===== src/rtl/if_fetch_unit.sv =====
// Instruction fetch unit: issues imem reads per PC address, tags returned words with their PC, queues {pc,inst} for decode.
// Latency: rvalid -> inst_valid next edge (same cycle into an empty queue when IF_BYPASS_EN is defined).
// Backpressure: credit = queue occupancy + outstanding reads < DEPTH; fetch_stall holds the PC until granted or flushed.
module if_fetch_unit #(
    parameter int WORD_WIDTH = 32,
    parameter int DEPTH      = 4
) (
    input  logic                  clk,
    input  logic                  rst,
    input  logic [WORD_WIDTH-1:0] fetch_addr,
    output logic                  fetch_stall,
    input  logic                  flush,
    output logic                  imem_req,
    output logic [WORD_WIDTH-1:0] imem_addr,
    input  logic                  imem_gnt,
    input  logic                  imem_rvalid,
    input  logic [WORD_WIDTH-1:0] imem_rdata,
    output logic                  inst_valid,
    output logic [WORD_WIDTH-1:0] inst_data,
    output logic [WORD_WIDTH-1:0] inst_pc,
    input  logic                  inst_ready
);

    localparam int AW = $clog2(DEPTH);
    localparam int CW = AW + 1;

    // Instruction queue (pc + word) and the PC-tag FIFO for reads still in flight.
    logic [WORD_WIDTH-1:0] buf_inst [DEPTH];
    logic [WORD_WIDTH-1:0] buf_pc   [DEPTH];
    logic [WORD_WIDTH-1:0] tag_mem  [DEPTH];
    logic [AW-1:0]         wr_ptr, rd_ptr, tag_wp, tag_rp;
    logic [CW-1:0]         count, outst, drop;

    logic [CW:0]           occ;
    logic                  grant, rv_keep, buf_empty, byp, buf_push, buf_pop;

    // Popped entries still count this cycle, so a freed slot is only reused next cycle.
    assign occ         = {1'b0, count} + {1'b0, outst};
    assign imem_req    = !rst && !flush && (occ < (CW+1)'(DEPTH));
    assign imem_addr   = fetch_addr;
    assign grant       = imem_req && imem_gnt;
    assign fetch_stall = rst || (!grant && !flush);

    // Returns arriving while drop is non-zero belong to fetches cancelled by an earlier jump.
    assign rv_keep   = imem_rvalid && (drop == '0);
    assign buf_empty = (count == '0);

`ifdef IF_BYPASS_EN
    assign byp = !rst && buf_empty && rv_keep && !flush;
`else
    assign byp = 1'b0;
`endif

    // A bypassed word that decode takes immediately never enters the queue.
    assign buf_push = rv_keep && !flush && !(byp && inst_ready);
    assign buf_pop  = !buf_empty && inst_ready && !flush;

    // Head presentation: queued entry first, else the bypassed return, else zeros.
    always_comb begin
        inst_valid = !buf_empty || byp;
        inst_data  = '0;
        inst_pc    = '0;
        if (!buf_empty) begin
            inst_data = buf_inst[rd_ptr];
            inst_pc   = buf_pc[rd_ptr];
        end else if (byp) begin
            inst_data = imem_rdata;
            inst_pc   = tag_mem[tag_rp];
        end
    end

    // Pointers and counters; a flush empties both FIFOs and turns in-flight reads into drops.
    always_ff @(posedge clk or posedge rst) begin
        if (rst) begin
            wr_ptr <= '0;
            rd_ptr <= '0;
            tag_wp <= '0;
            tag_rp <= '0;
            count  <= '0;
            outst  <= '0;
            drop   <= '0;
        end else if (flush) begin
            wr_ptr <= '0;
            rd_ptr <= '0;
            tag_wp <= '0;
            tag_rp <= '0;
            count  <= '0;
            outst  <= '0;
            drop   <= drop + outst - CW'(imem_rvalid);
        end else begin
            if (grant)    tag_wp <= tag_wp + 1'b1;
            if (rv_keep)  tag_rp <= tag_rp + 1'b1;
            if (buf_push) wr_ptr <= wr_ptr + 1'b1;
            if (buf_pop)  rd_ptr <= rd_ptr + 1'b1;
            count <= count + CW'(buf_push) - CW'(buf_pop);
            outst <= outst + CW'(grant) - CW'(rv_keep);
            if (imem_rvalid && !rv_keep) drop <= drop - 1'b1;
        end
    end

    // Storage arrays need no reset; validity is carried by the pointers and counters.
    always_ff @(posedge clk) begin
        if (grant)
            tag_mem[tag_wp] <= fetch_addr;
        if (buf_push) begin
            buf_inst[wr_ptr] <= imem_rdata;
            buf_pc[wr_ptr]   <= tag_mem[tag_rp];
        end
    end

    // Memory must never return data nobody asked for.
    a_rvalid_expected : assert property (@(posedge clk) disable iff (rst)
        !(imem_rvalid && outst == '0 && drop == '0));

endmodule

===== config.mk =====
export PLATFORM = sky130hd
export DESIGN_NAME = if_fetch_unit
export DESIGN_NICKNAME = d
export VERILOG_FILES = /design/src/rtl/if_fetch_unit.sv
export SDC_FILE = /design/constraint.sdc
export NUM_CORES = 1
export LEC_CHECK = 0
export ABC_AREA = 0
export BUFFER_PORTS_ARGS = -buffer_cell sky130_fd_sc_hd__buf_2
export CORE_MARGIN = 10
export CORE_UTILIZATION = 45
export DETAILED_ROUTE_END_ITERATION = 16
export PLACE_DENSITY = 0.6
export RECOVER_POWER = 50
export SLEW_MARGIN = 0
export SYNTH_ARGS = -nofsm -noshare
export SYNTH_HDL_FRONTEND = slang
export SYNTH_SLANG_ARGS = --single-unit

===== constraint.sdc =====
create_clock -name clk -period 8.6 [get_ports clk]
set_input_delay 0.86 -clock clk [delete_from_list [all_inputs] [get_ports clk]]
set_output_delay 0.86 -clock clk [all_outputs]
set_load 0.01 [all_outputs]

==> results of run 1 <==
## layer usage
layer  GRT usage  vias up
met5           0        -
li1            -     3166
met4      0.0378        0
met1       0.199     3746
met3      0.0243       34
met2       0.233      173
## cell families after synthesis
group	count (synthesis)	synth area share
adders and majority gates	22	0.0190
muxes	99	0.140
AOI/OAI and AO/OA	8	0.00367
buffers and inverters	82	0.0308
DFF	401	0.761
and+or+nand+nor	103	0.0386
xor gates and xnor gates	11	0.00701
## path summary, 6_finish.rpt
check	to	cells past startpoint	start
setup / recovery	inst_data[28]	3	rd_ptr[1]
hold / removal	wr_ptr[0]	2	rst
setup reg to reg	buf_pc[2][10]	6	drop[0]
hold reg to reg	drop[2]	1	drop[2]
max in group asynchronous	rd_ptr[0]	2	rst
min in group clk	drop[2]	1	drop[2]
## cells in the mapped netlist (all sizes together), types with 2 or more instances
master,instances,area [sq um]
and2,72,450
buf,51,368
clkbuf,12,45.0
dfrtp,17,425
edfxtp,384,11500
fa,3,60.1
ha,19,238
inv,19,71.3
mux2i,2,20.0
mux4,96,2160
nand2b,2,12.5
nand3,2,10.0
nor2,15,56.3
nor2b,4,25.0
nor3,2,10.0
o21ai,2,10.0
xnor2,4,35.0
xor2,6,52.6
## final cells by class
class	instances	share of cell area
Clock inverter	14	0.00647
Multi-Input combinational cell	243	0.182
Inverter	19	0.00397
Sequential cell	401	0.665
Timing Repair Buffer	177	0.0435
Clock buffer	57	0.0668
Tap cell	455	0.0317
## registers in the layout, indices dropped and copies added, names as in the netlist
signal / cells
outst: 3
buf_pc: 128
tag_wp: 2
drop: 3
buf_inst: 128
count: 3
wr_ptr: 2
rd_ptr: 2
tag_rp: 2
tag_mem: 128
## worst max-delay path, cell delays in order, from the launching register on
cell	delay, ps
dfrtp_1	2580
mux4_2	630
and2_1	170
buf_2	140
## power groups by stage
stage	clock network (mW)	registers [mW]	logic (mW)
floorplan	0	2.30	0.752
global placement	0	2.35	1.10
detailed placement	0	2.36	1.10
CTS	1.76	2.32	1.11
global route	1.85	2.32	1.18
finish	1.71	2.31	1.07
## per-stage QoR
stage	total power, mW	area [sq um]	hold slack [ps]	utilization	worst slack (ps)
2_1_floorplan	3.06	15700	484	-	5370
3_3_place_gp	3.45	16800	522	0.487	5130
3_5_place_dp	3.46	16800	517	0.487	5100
4_1_cts	5.19	18100	468	0.525	4540
5_1_grt	5.36	18000	503	0.522	3350
6_report	5.09	18000	465	0.522	3650
==> key figures, run 1 <==
Status
  • Outcome: finished with violations
  • Violated checks: max-capacitance violations, max-slew violations

Critical path
  • CP Launch Type: flop
  • Required time of the critical path: 7740 ps
  • CP Max Fanout: 65
  • Flop2flop setup slack: 4860 ps
  • Arrival time at the worst endpoint: 4090 ps
  • Kind of critical path: flop to primary output
  • Worst Setup End Kind: primary output

Route
  • Antenna Nets Post-Route: 0
  • Routed len/inst: 22.3 um
  • DRT iter0 DRCs: 422
  • Highest Signal Layer: met4
  • DRT met1 WL: 13700 um
  • 1st-pass router iterations: 4
  • Wire length on met3: 1380 um
  • DRC violations left: 0
  • WL final: 30400 um
  • Drt via density: 5.21
  • Via count: 7119
  • Routed length on met2: 14800 um

Timing
  • Final Hold Viols: 0
  • Skew final: 19.8 ps
  • Setup TNS: 0 ps
  • Max-slew headroom: -1.20
  • Peak Freq: 202 MHz
  • Tmin final: 4950 ps
  • Period utilization: 0.575
  • Max-slew violations: 122
  • Endpoints failing setup: 0
  • RSZ-0062 raised after global routing: no
  • Worst slew pin tran: 3300 ps

Clock network
  • Setup repair bufs after CTS: 0
  • Resized cells post-CTS: 0
  • CTS tree: built
  • TritonCTS buffer count: 43
  • Number of hold buffers added after CTS: 0
  • Clock Pin Slew Worst Setup and Hold Paths: 60 ps
  • Worst-Skew Late Latency: 530 ps
  • CTS root buf: clkbuf_16
  • Clock sink count: 401
  • Max Root-Sink Buffers: 3
  • H-tree level count: 2

Finish
  • Layout Cells excl Fill: 1366
  • Leading cell type in the layout, fill and taps excluded: edfxtp_1
  • Fin nets: 977
  • Area of the multi-input gates: 3270 sq um
  • Layout cells sized above 1: 0.262
  • FILL cells: 2786
  • Diodes inserted: 0
  • Most frequent cells in the layout: edfxtp_1, clkbuf_1, mux4_2, buf_2, and2_1
  • Register Area: 12000 sq um
  • Area delta synth->final: 14.5%

Power
  • Power per cell area: 283 nW/um^2
  • Comb power frac: 0.209
  • LEAKAGE: 5.95 nW
  • Flop pwr share: 0.454
  • Design internal power: 3.77 mW
  • Switching portion of total power: 0.260
  • Max VDD drop: 0.139 mV
  • Sw power: 1.32 mW
  • Clk pwr share: 0.337

Synthesis
  • Fraction of registers with async set or reset after synthesis: 0.0424
  • Number of flops mapped to enable cells by yosys: 384
  • Synth Area per Inst: 21.6 sq um
  • Mapped cell area: 15700 sq um
  • Synth Flop Type: edfxtp_1
  • Seq/Total Area, Yosys: 0.761
  • Distinct cells, synth: 35
  • Synthesized net count: 818
  • Post-Syn Instances: 726
  • Ys Warns: 0
  • Synth Register Bits: 401

Global routing
  • Largest net degree at the start of global routing: 66
  • Total Routing Usage GR: 0.144
  • First-pass GRT wire length: 46700 um
  • Via count of the first global-routing pass: 7726
  • GR Overflow Total: 0
  • Initial antenna violation count: 0

Floorplanning
  • Die area: 42800 sq um
  • I/O pin total: 169
  • Standard-cell rows: 68
  • Initial Utilization: 0.456
  • Core ar.: 34500 sq um
  • Die height: 207 um
  • Die Wd: 207 um

Placement
  • Placer Congestion: 0.736
  • Post-DP HPWL: 18300 um
  • # port buffers: 168
  • Placed cells: 1295

Min path
  • Hold crit path type: input pin to asynchronous set/reset pin

Job
  • Max Cap Viol: 3
Note: power is estimated with default switching activity, not from simulation.
==> run 2: changes to the inputs <==
ABC_AREA = 1   (was 0)
clock period = 5 ns   (was 8.6 ns; I/O delays follow)
==> run 2 against run 1 <==
Effect of this change:
- the run still ends with max-capacitance violations, max-slew violations left
- highest routed layer unchanged
- flip-flop and latch count stayed put
- critical endpoint is now inst_pc[31]
- area after synthesis is 2.8% higher
- utilization shrank 0.77 points
- critical path depth up 3
- register-to-register slack got worse by 3500 ps
==> key figures, run 2 <==
Route
  • WL final: 35600 um (+17%)
  • DRC violations left: 0 (unchanged)
  • Via count: 9658 (+36%)
  • Antenna Nets Post-Route: 0 (unchanged)
  • Routed len/inst: 19.0 um (-15%)
  • Drt via density: 5.15 (-1.2%)
  • DRT iter0 DRCs: 619 (+47%)
  • 1st-pass router iterations: 4 (unchanged)

Global routing
  • Initial antenna violation count: 0 (unchanged)
  • First-pass GRT wire length: 55300 um (+18%)
  • Largest net degree at the start of global routing: 101 (+53%)
  • Total Routing Usage GR: 0.158 (+0.0145)
  • Via count of the first global-routing pass: 9663 (+25%)
  • GR Overflow Total: 0 (unchanged)

Min path
  • HP Start: imem_rdata[3]
  • Hold Path Cell Cnt: 1
  • Hold crit path type: input pin to flop
  • Hold worst-path end: buf_inst[3][3]

Critical path
  • R2R Path End: count[2]
  • Kind of critical path: flop to primary output
  • Worst Setup End Kind: primary output
  • Required time of the critical path: 4500 ps (-3240 ps)
  • Beginning of the critical path: count[1]
  • Reg-to-reg critical path startpoint: count[1]
  • CP Max Fanout: 37 (-43%)
  • CP Launch Type: flop
  • Reg2reg path depth: 12 (+6)
  • Flop2flop setup slack: 1370 ps (-3490 ps)
  • Arrival time at the worst endpoint: 3250 ps (-840 ps)

Placement
  • Post-DP HPWL: 21100 um (+15%)
  • # port buffers: 168 (unchanged)
  • Placed cells: 1803 (+39%)
  • Placer Congestion: 0.766 (+4.0%)

Synthesis
  • Distinct cells, synth: 29 (-17%)
  • Area contributors post-synth: edfxtp_1, nor2_1, o21ai_0
  • Synth Register Bits: 401 (unchanged)
  • Post-Syn Instances: 1260 (+74%)
  • Top-count cell post-synth: edfxtp_1
  • Fraction of registers with async set or reset after synthesis: 0.0424 (unchanged)
  • Dominant cell type by area after synthesis: edfxtp_1
  • Ys Warns: 0 (unchanged)
  • Synth Area per Inst: 12.8 sq um (-41%)
  • Seq/Total Area, Yosys: 0.740 (-0.0210)
  • Synth top area share: 0.714 (-0.0202)
  • Synth cell count leaders: edfxtp_1, nor2_1, o21ai_0
  • Number of flops mapped to enable cells by yosys: 384 (unchanged)
  • Mapped cell area: 16200 sq um (+2.8%)
  • Synthesized net count: 1352 (+65%)
  • Synth Flop Type: edfxtp_1

Power
  • Clk pwr share: 0.312 (-0.025)
  • Design internal power: 6.23 mW (+65%)
  • Sw power: 2.88 mW (+120%)
  • Flop pwr share: 0.440 (-0.014)
  • LEAKAGE: 6.36 nW (+7.0%)
  • Comb power frac: 0.248 (+0.039)
  • Max VDD drop: 0.290 mV (+110%)
  • Switching portion of total power: 0.316 (+0.0559)
  • Power per cell area: 500 nW/um^2 (+76%)

Status
  • Outcome: finished with violations
  • Violated checks: max-capacitance violations, max-slew violations

Timing
  • RSZ-0062 raised after global routing: no
  • Max-slew headroom: -0.361 (+0.837)
  • Skew final: 12.0 ps (-7.77 ps)
  • Final Hold Viols: 0 (unchanged)
  • Hold_ws: 228 ps (-237 ps)
  • Setup TNS: 0 ps (unchanged)
  • Endpoints failing setup: 0 (unchanged)
  • Peak Freq: 267 MHz
  • Tmin final: 3750 ps
  • Period utilization: 0.750
  • Max-slew violations: 69 (-43%)
  • Worst slew pin tran: 2040 ps (-1260 ps)

Floorplanning
  • Die area: 43900 sq um (+2.6%)
  • Die Wd: 209 um (+1.3%)
  • Die height: 209 um (+1.3%)
  • Standard-cell rows: 69 (+1.5%)
  • I/O pin total: 169 (unchanged)
  • Initial Utilization: 0.455 (-0.000609)
  • Core ar.: 35500 sq um (+3.0%)

Clock network
  • Worst-Skew Late Latency: 530 ps (about the same)
  • Clock sink count: 401 (unchanged)
  • H-tree level count: 2 (unchanged)
  • CTS root buf: clkbuf_16
  • Clock Pin Slew Worst Setup and Hold Paths: 60 ps (about the same)
  • CTS tree: built
  • Resized cells post-CTS: 0 (unchanged)
  • TritonCTS buffer count: 42 (-2.3%)
  • Max Root-Sink Buffers: 3 (unchanged)

Finish
  • Largest registers: buf_inst: 128 flops, buf_pc: 128 flops, tag_mem: 128 flops
  • Fin nets: 1479 (+51%)
  • FILL cells: 3041 (+9.2%)
  • Layout Cells excl Fill: 1875 (+37%)
  • Area of the multi-input gates: 3390 sq um (+3.6%)
  • Most frequent cells in the layout: edfxtp_1, nor2_1, o21ai_0, clkbuf_1, buf_2
  • Register Area: 12000 sq um (about the same)
  • Layout cells sized above 1: 0.110 (-0.152)
  • Diodes inserted: 0 (unchanged)
  • Leading cell type in the layout, fill and taps excluded: edfxtp_1
  • Area delta synth->final: 12.9%

Job
  • Max Cap Viol: 3 (unchanged)
-- run 2: cell types whose count changed in the layout (fill, tap and decap cells not counted), moves of 56 or more --
| cell | change |
|---|---|
| o21ai_0 | +144 |
| and2_1 | -68 |
| a21oi_1 | +66 |
| o21ai_1 | +56 |
| mux4_2 | -96 |
| nor2_1 | +322 |
-- run 2: worst max-delay path by stage --
| stage | end | slack, ps |
|---|---|---|
| after floorplan | buf_inst[0][0] | 820 |
| after global placement | inst_pc[31] | 2080 |
| after detailed placement | inst_pc[31] | 2040 |
| after CTS | inst_pc[31] | 1460 |
| after global routing | count[2] | 950 |
| final | inst_pc[31] | 1250 |
-- run 2: logic make-up after synthesis --
| family | count (synthesis) | share of synthesized area |
|---|---|---|
| AOI/OAI and AO/OA | 302 | 0.0962 |
| xor gates and xnor gates | 4 | 0.00217 |
| adders and majority gates | 22 | 0.0184 |
| buffers and inverters | 146 | 0.0511 |
| DFF | 401 | 0.740 |
| and+or+nand+nor | 385 | 0.0918 |
-- run 2: per-layer routing --
layer,track usage,share of wire,vias to the layer above,routed length (um)
met5,0,0,-,0
met4,0.0442,0.017,0,608
li1,-,-,4691,-
met3,0.0273,0.046,50,1620
met2,0.266,0.49,216,17500
met1,0.208,0.45,4701,15800
-- run 2: final cells by class --
cell class / count / area share
multi-input cells: 713 / 0.186
inverters: 41 / 0.00858
clock inverters: 16 / 0.00645
clock buffers: 55 / 0.0620
repair buffers: 188 / 0.0494
flip-flops and latches: 401 / 0.656
well taps: 461 / 0.0316
-- run 2: through the flow --
step	setup slack (ps)	cell area (sq um)	utilization	power [mW]
after CTS	1460	18400	0.519	9.27
after global placement	2080	17100	0.483	6.39
after global routing	948	18200	0.514	9.63
after detailed placement	2040	17100	0.483	6.42
after floorplan	824	16200	-	5.57
final	1250	18200	0.514	9.11
-- run 2: critical path, stage by stage, from the launching register on --
cell,delay (ps)
dfrtp_1,420
inv_1,70
nand2_1,60
nor2_1,130
clkbuf_1,1470
a21oi_1,290
buf_2,270
-- run 2: power by group through the flow --
stage | Clock (mW) | Sequential [mW] | Combinational, mW
2_1_floorplan | 0 | 4.03 | 1.55
3_3_place_gp | 0 | 4.08 | 2.31
3_5_place_dp | 0 | 4.08 | 2.34
4_1_cts | 2.90 | 4.01 | 2.35
5_1_grt | 3.06 | 4.02 | 2.55
6_report | 2.84 | 4.01 | 2.26
-- run 2: what timing repair did --
action,4_1_cts,5_1_grt
endpoints found under the hold margin,17,0
buffers inserted,0,0
hold buffers,1,0
